===== src/rtl/n_divide_prog.sv =====
// rtl/n_divide_prog.sv - runtime-programmable 50%-duty integer clock divider; optional phase slip under DIV_SLIP_EN
`timescale 1ns/1ps
module n_divide_prog #(
  parameter int DIV_W       = 6,
  parameter int DIV_DEFAULT = 3
) (
  input  logic             clk_out,
  input  logic             rst_n,
  input  logic [DIV_W-1:0] div_n,
  input  logic             div_load,
`ifdef DIV_SLIP_EN
  input  logic             slip_req,
`endif
  output logic             clk_fb,
  output logic [DIV_W-1:0] div_active,
  output logic             div_busy,
  output logic             load_err,
  output logic             cycle_pulse
);

  localparam logic [DIV_W-1:0] DEF_N = DIV_W'(DIV_DEFAULT);
  localparam logic [DIV_W-1:0] ONE   = DIV_W'(1);
  localparam logic [DIV_W-1:0] MIN_N = DIV_W'(2);

  logic [DIV_W-1:0] cnt_pos_q, cnt_pos_d;
  logic [DIV_W-1:0] active_n_q, active_n_d;
  logic [DIV_W-1:0] pending_n_q, pending_n_d;
  logic             busy_q, busy_d;
  logic             load_err_q, load_err_d;
  logic             cycle_pulse_q, cycle_pulse_d;
  logic             clk_pos_q, clk_pos_d;
  logic             clk_neg_q, clk_neg_d;
  logic             odd_sel_q, odd_sel_d;
`ifdef DIV_SLIP_EN
  logic             slip_armed_q, slip_armed_d;
  logic             slip_hold_q, slip_hold_d;
`endif

  logic [DIV_W:0]   high_len;
  logic             term;
  logic             hold;
  logic             wrap;
  logic             load_ok;
  logic             apply;

  // Posedge next-state: period counter, ratio handshake, high-phase generation and optional slip
  always_comb begin
    high_len      = ({1'b0, active_n_q} + {{DIV_W{1'b0}}, 1'b1}) >> 1;
    term          = (cnt_pos_q == active_n_q - ONE);
    hold          = 1'b0;
`ifdef DIV_SLIP_EN
    // A slip repeats the terminal count once; the ratio swap waits for the real wrap after it
    hold          = term && !slip_hold_q && (slip_armed_q || slip_req);
`endif
    wrap          = term && !hold;
    load_ok       = div_load && (div_n >= MIN_N);
    // Uses the pending value from before this edge, so a load on the wrap edge waits one period
    apply         = wrap && busy_q;
    cnt_pos_d     = wrap ? '0 : (hold ? cnt_pos_q : cnt_pos_q + ONE);
    clk_pos_d     = ({1'b0, cnt_pos_q} < high_len);
    active_n_d    = apply ? pending_n_q : active_n_q;
    pending_n_d   = load_ok ? div_n : pending_n_q;
    busy_d        = load_ok | (busy_q & ~apply);
    load_err_d    = div_load & ~load_ok;
    cycle_pulse_d = wrap;
`ifdef DIV_SLIP_EN
    slip_hold_d   = hold;
    if (wrap) begin
      slip_armed_d = slip_req;
    end else if (hold) begin
      slip_armed_d = 1'b0;
    end else begin
      slip_armed_d = slip_armed_q | slip_req;
    end
`endif
  end

  // Posedge state register
  always_ff @(posedge clk_out or negedge rst_n) begin
    if (!rst_n) begin
      cnt_pos_q     <= '0;
      active_n_q    <= DEF_N;
      pending_n_q   <= DEF_N;
      busy_q        <= 1'b0;
      load_err_q    <= 1'b0;
      cycle_pulse_q <= 1'b0;
      clk_pos_q     <= 1'b0;
`ifdef DIV_SLIP_EN
      slip_armed_q  <= 1'b0;
      slip_hold_q   <= 1'b0;
`endif
    end else begin
      cnt_pos_q     <= cnt_pos_d;
      active_n_q    <= active_n_d;
      pending_n_q   <= pending_n_d;
      busy_q        <= busy_d;
      load_err_q    <= load_err_d;
      cycle_pulse_q <= cycle_pulse_d;
      clk_pos_q     <= clk_pos_d;
`ifdef DIV_SLIP_EN
      slip_armed_q  <= slip_armed_d;
      slip_hold_q   <= slip_hold_d;
`endif
    end
  end

  // Negedge next-state: half-cycle copy of clk_pos; odd/even form only switches while both copies sit low
  always_comb begin
    clk_neg_d = clk_pos_q;
    odd_sel_d = odd_sel_q;
    if (!clk_pos_q && !clk_neg_d) begin
      odd_sel_d = active_n_q[0];
    end
  end

  // Negedge state register
  always_ff @(negedge clk_out or negedge rst_n) begin
    if (!rst_n) begin
      clk_neg_q <= 1'b0;
      odd_sel_q <= DEF_N[0];
    end else begin
      clk_neg_q <= clk_neg_d;
      odd_sel_q <= odd_sel_d;
    end
  end

  // Odd ratios trim the high phase by half a cycle using the negedge copy
  assign clk_fb      = odd_sel_q ? (clk_pos_q & clk_neg_q) : clk_pos_q;
  assign div_active  = active_n_q;
  assign div_busy    = busy_q;
  assign load_err    = load_err_q;
  assign cycle_pulse = cycle_pulse_q;

endmodule


===== config.mk =====
export PLATFORM = sky130hd
export DESIGN_NAME = n_divide_prog
export DESIGN_NICKNAME = d
export VERILOG_FILES = /design/src/rtl/n_divide_prog.sv
export SDC_FILE = /design/constraint.sdc
export NUM_CORES = 1
export LEC_CHECK = 0
export ABC_AREA = 1
export CORE_ASPECT_RATIO = 1.5
export CORE_UTILIZATION = 45
export DETAILED_ROUTE_END_ITERATION = 16
export GPL_TIMING_DRIVEN = 0
export PLACE_DENSITY_LB_ADDON = 0.25
export SLEW_MARGIN = 20
export SYNTH_ARGS = -nofsm -noshare
export SYNTH_HDL_FRONTEND = slang
export SYNTH_SLANG_ARGS = --single-unit
export TNS_END_PERCENT = 100

===== constraint.sdc =====
create_clock -name clk_out -period 2.25 [get_ports clk_out]
set_input_delay 0.675 -clock clk_out [delete_from_list [all_inputs] [get_ports clk_out]]
set_output_delay 0.675 -clock clk_out [all_outputs]
set_load 0.02 [all_outputs]

Yosys cells after proc, flatten, opt, wreduce, memory -nomap -nowiden
Index checks and enable logic that the tools add are counted.
{ "op_classes": {"n_addsub": 3, "magnitude_cmp": 2, "eq_ne": 1, "n_mux": 2, "bitwise_logic": 6, "reduce_logical": 2} }
{ "ops": {"columns": ["op", "count"], "rows": [
  ["6-bit by 1-bit adder with 7-bit output (second input constant)", 1],
  ["6-bit by 1-bit adder with 6-bit output (second input constant)", 1],
  ["6-bit equality test", 1],
  ["6-bit by 2-bit greater-or-equal comparator with 1-bit output (second input constant)", 1],
  ["6-bit less-than comparator", 1],
  ["6-bit 2-to-1 mux", 1],
  ["6-bit by 1-bit subtractor with 6-bit output (second input constant)", 1],
  ["1-bit AND", 3],
  ["1-bit logical AND", 2],
  ["1-bit inverter", 2],
  ["1-bit 2-to-1 mux", 1],
  ["1-bit OR", 1]
]} }
{ "word_totals": {"regBits": 24, "in_bits": 9, "output_inout_bits": 10, "wordCells": 25} }

Depth between registers and ports, before layout
{ "depth": {"ltp_word": 6, "ltp_mapped": 12, "ltp_nobuf": 12} }

==> impl_results.html <==
<table>
<tr><th>Metric</th><th>Value</th></tr>
<tr><th colspan="2">Critical path</th></tr>
<tr><td>Critical path's slowest cell</td><td>dfstp_2</td></tr>
<tr><td>Largest delay contributor family on the critical path</td><td>flip-flops</td></tr>
<tr><td>Launching element type of the critical path</td><td>flip-flop</td></tr>
<tr><td>Ordered cell list for the critical path</td><td>a21boi_4, buf_6</td></tr>
<tr><td>R2r setup slk</td><td>210 ps</td></tr>
<tr><td>Arrival time of data at the critical path endpoint</td><td>2170 ps</td></tr>
<tr><td>Reg2Reg Capture Point</td><td>div_active[2]$_DFFE_PN0P_</td></tr>
<tr><td>Kind of end point of the critical path</td><td>output port</td></tr>
<tr><td>Setup crit start</td><td>odd_sel_q$_DFFE_NN1N_</td></tr>
<tr><td>Crit Reg-Reg Startpoint</td><td>div_active[0]$_DFFE_PN1P_</td></tr>
<tr><td>Worst Reg2Reg Path Length in Cells</td><td>11</td></tr>
<tr><td>Crit-path max cell delay</td><td>540 ps</td></tr>
<tr><td>Buffer and inverter count on the worst path</td><td>1</td></tr>
<tr><td>Crit path kind</td><td>reg2out</td></tr>
<tr><td>Data required time of the critical path</td><td>1570 ps</td></tr>
<tr><td>Maximum net fanout on the critical path</td><td>2</td></tr>
<tr><th colspan="2">Global route</th></tr>
<tr><td>Maximum number of pins on one net before global-route repair</td><td>25</td></tr>
<tr><td>Antenna violations before repair</td><td>0</td></tr>
<tr><td>Gr usage total</td><td>20.03%</td></tr>
<tr><td>Via count of the first global-routing pass</td><td>1132</td></tr>
<tr><td>Overflow left after global routing</td><td>0</td></tr>
<tr><td>Global-route wire length before repair</td><td>approximately 4.9 mm</td></tr>
<tr><th colspan="2">Timing</th></tr>
<tr><td>Final Worst Setup Slack</td><td>-594.7 ps</td></tr>
<tr><td>Setup repair after global routing missed its margin</td><td>true</td></tr>
<tr><td>Tightest slew margin relative to the limit</td><td>between 60% and 70%</td></tr>
<tr><td>Number of pins exceeding their max-slew limit in the final report</td><td>0</td></tr>
<tr><td>Worst setup skew after layout</td><td>61.10 ps</td></tr>
<tr><td>Final Setup Violations</td><td>1</td></tr>
<tr><td>Slew @ Worst Pin</td><td>599.8 ps</td></tr>
<tr><td>Number of endpoints with negative hold slack in the final report</td><td>0</td></tr>
<tr><th colspan="2">Place</th></tr>
<tr><td>Global placement routability congestion</td><td>a little over 0.9</td></tr>
<tr><td>Count of buffers from port buffering</td><td>18</td></tr>
<tr><td>Detailed Place HPWL</td><td>2.203 mm</td></tr>
<tr><th colspan="2">Yosys</th></tr>
<tr><td>Synthesized Nets</td><td>194</td></tr>
<tr><td>Number of unique standard cell types used by synthesis</td><td>26</td></tr>
<tr><td>Yosys reg bits</td><td>24</td></tr>
<tr><td>Synth top area cells</td><td>dfrtp_1 (32%), nand2_1 (17%), dfstp_2 (9.3%), ha_1 (7.1%), inv_1 (4.2%)</td></tr>
<tr><td>Post-synthesis cell area</td><td>1419 um^2</td></tr>
<tr><td>Synth warn</td><td>0</td></tr>
<tr><td>Post-synthesis average cell area</td><td>about 8 um^2</td></tr>
<tr><td>Gate count after technology mapping</td><td>177</td></tr>
<tr><td>Sequential fraction of the synthesis area</td><td>42.77%</td></tr>
<tr><td>Proportion of netlist area held by the largest area contributor</td><td>a little under a third</td></tr>
<tr><td>Cell taking the most area after synthesis</td><td>dfrtp_1</td></tr>
<tr><th colspan="2">Drt</th></tr>
<tr><td>Uppermost routed layer</td><td>met4</td></tr>
<tr><td>DRC marker count from the first detailed-route iteration</td><td>30</td></tr>
<tr><td>Post-Route M1 WL</td><td>1.177 mm</td></tr>
<tr><td>Via density per instance</td><td>4.983</td></tr>
<tr><td>Detail Route met2 WL</td><td>1.411 mm</td></tr>
<tr><td>Antenna Violating Nets Remaining</td><td>0</td></tr>
<tr><td>Remaining DRCs</td><td>0</td></tr>
<tr><td>Total number of vias</td><td>1186</td></tr>
<tr><td>Router iterations before antenna repair</td><td>4</td></tr>
<tr><td>Drt wl/cell</td><td>between 10 and 15 um</td></tr>
<tr><td>Wire length on met3</td><td>between 80 and 90 um</td></tr>
<tr><td>Wire length after detailed routing</td><td>~2.8 mm</td></tr>
<tr><th colspan="2">Layout</th></tr>
<tr><td>Share of cells above drive strength 1</td><td>14.07%</td></tr>
<tr><td>Final core utilization</td><td>between 50% and 60%</td></tr>
<tr><td>Number of fill cells in the layout</td><td>between 200 and 300</td></tr>
<tr><td>Diode count</td><td>0</td></tr>
<tr><td>Commonest cells after routing, fill and taps aside</td><td>nand2_1 (65), dfrtp_1 (18), inv_1 (16), clkdlybuf4s50_1 (16), nor2_1 (14)</td></tr>
<tr><td>Layout overhead on the synthesized area</td><td>20.28%</td></tr>
<tr><td>Nets</td><td>roughly 220</td></tr>
<tr><td>Most common cell after layout, fill and taps aside</td><td>nand2_1</td></tr>
<tr><th colspan="2">Clocking</th></tr>
<tr><td>Maximum count of clock buffers along a single path</td><td>2</td></tr>
<tr><td>Post-CTS Hold Fix Bufs</td><td>0</td></tr>
<tr><td>CTS tree</td><td>yes</td></tr>
<tr><td>Clock sink total</td><td>24</td></tr>
<tr><td>H-tree Lvls</td><td>1</td></tr>
<tr><td>Clk Tree Root Cell</td><td>clkbuf_8</td></tr>
<tr><td>Total clock buffers created by CTS</td><td>3</td></tr>
<tr><td>Insertion delay to the later sink of the worst-skew pair</td><td>330 ps</td></tr>
<tr><td>Clock slew at reported path FFs</td><td>80 ps</td></tr>
<tr><th colspan="2">Hold path</th></tr>
<tr><td>Worst min path class</td><td>reg2reg</td></tr>
<tr><td>Hold endpoint</td><td>pending_n_q[1]$_DFFE_PN1P_</td></tr>
<tr><td>Startpoint of the most critical hold path</td><td>pending_n_q[1]$_DFFE_PN1P_</td></tr>
<tr><td>Number of cells on the worst hold path</td><td>2</td></tr>
<tr><th colspan="2">Floorplan</th></tr>
<tr><td>Placement row count</td><td>24</td></tr>
<tr><td>Floorplan core area</td><td>roughly 3000 um^2</td></tr>
<tr><td>Number of ports placed on the die boundary</td><td>19</td></tr>
<tr><td>Die X-Extent</td><td>between 40 and 50 um</td></tr>
<tr><td>Die footprint</td><td>approximately 3400 um^2</td></tr>
<tr><td>Die height</td><td>70.77 um</td></tr>
<tr><td>Initial core utilization</td><td>48.21%</td></tr>
<tr><th colspan="2">Power and ir drop</th></tr>
<tr><td>Total power consumption of the routed design</td><td>about 0.75 mW</td></tr>
<tr><td>Max rail drop VDD</td><td>343.4 uV</td></tr>
<tr><td>Power density normalized to cell area</td><td>440.3 nW/um^2</td></tr>
<tr><td>Static leakage power</td><td>0.8515 nW</td></tr>
<tr><th colspan="2">Run</th></tr>
<tr><td>Count of max-cap constraint violations</td><td>0</td></tr>
<tr><th colspan="2">Status</th></tr>
<tr><td>Result of the run</td><td>finished with violations</td></tr>
<tr><td>Failing checks</td><td>negative setup slack</td></tr>
</table>
[per-stage QoR]
step                      instance area, um^2  setup TNS, ps  hold WS, ps  std cells  worst slack [ps]
after floorplan                          1430         -155.8        379.4        177            -155.8
after global placement                   1659          -2024        455.5        234            -705.4
after detailed placement                 1659          -2190        457.9        234            -780.9
after CTS                                1707         -602.6        470.8        238            -602.6
after global routing                     1707         -648.1        485.4        238            -648.1
final                                    1707         -594.7        473.8        238            -594.7
[power breakdown]
part           internal (mW)  switching [mW]  total [mW]
clock                  0.124           0.139       0.263
sequential             0.444         0.00623       0.451
combinational         0.0175          0.0203      0.0378
[sequential cells by signal (all words and copies together), names as in the netlist]
register and count:
clk_neg_d 1, clk_neg_q 1, cnt_pos_q 6, cycle_pulse 1
div_active 6, div_busy 1, load_err 1, odd_sel_q 1
pending_n_q 6
[Yosys cell counts]
| cell type | n |
|---|---|
| xor2_1 | 5 |
| buf_6 | 2 |
| ha_1 | 8 |
| buf_2 | 2 |
| nor2_1 | 14 |
| a21boi_0 | 1 |
| a21oi_1 | 3 |
| nor2_2 | 1 |
| nand2_4 | 1 |
| nand3_4 | 1 |
| nor2_8 | 1 |
| inv_1 | 16 |
| nor3_1 | 2 |
| dfstp_2 | 5 |
| nand4_1 | 7 |
| nand2_1 | 65 |
| dfrtp_1 | 18 |
| o221a_2 | 1 |
| nor2_4 | 1 |
| nand2_2 | 1 |
| o21ai_0 | 3 |
| nand3_1 | 8 |
| nor3_2 | 1 |
| dfrtn_1 | 1 |
| xnor2_1 | 4 |
| inv_2 | 5 |
[worst register-to-register path, delay by kind of cell, from the launching register on]
family	cells	cell delay [ps]
and+or+nand+nor	8	840
buffers and inverters	2	140
DFF	1	620
adders and majority gates	1	350
[worst max-delay path by stage]
| stage | cells past startpoint | to |
|---|---|---|
| CTS | 2 | clk_fb |
| floorplan | 1 | clk_fb |
| finish | 2 | clk_fb |
| global route | 2 | clk_fb |
| detailed placement | 1 | clk_neg_q$_DFF_NN0_ |
| global placement | 1 | clk_neg_q$_DFF_NN0_ |
[routing by layer]
layer | GRT usage (%) | vias up
met5 | 0 | -
met4 | 9.568 | 0
met2 | 31.83 | 26
li1 | - | 601
met1 | 25.67 | 550
met3 | 2.806 | 9
[cell families (layout without fill, tap and decap cells)]
family | after synthesis | count (layout) | synth area share (%)
adders and majority gates | 8 | 8 | 7.055
buffers and inverters | 25 | 47 | 7.849
and+or+nand+nor | 103 | 103 | 33.33
xor gates and xnor gates | 9 | 9 | 5.555
AOI/OAI and AO/OA | 8 | 8 | 3.439
DFF | 24 | 24 | 42.77
[final cells by class]
cell class	count	area, um^2	share of cell area (%)
multi-input cells	128	711.9	41.72
flip-flops and latches	24	606.8	35.56
repair buffers	18	182.7	10.70
inverters	20	75.07	4.399
well taps	39	48.80	2.859
clock buffers	3	41.29	2.419
plain buffers	4	32.53	1.906
clock inverters	2	7.507	0.4399
[what timing repair did]
action                                  CTS  global route
endpoints found under the setup margin    3             1
resized for setup                         9             0
endpoints found under the hold margin     0             0
setup buffers                             0             0
pin swaps                                 1             0
No activity file was read; power rests on OpenSTA's default activity.
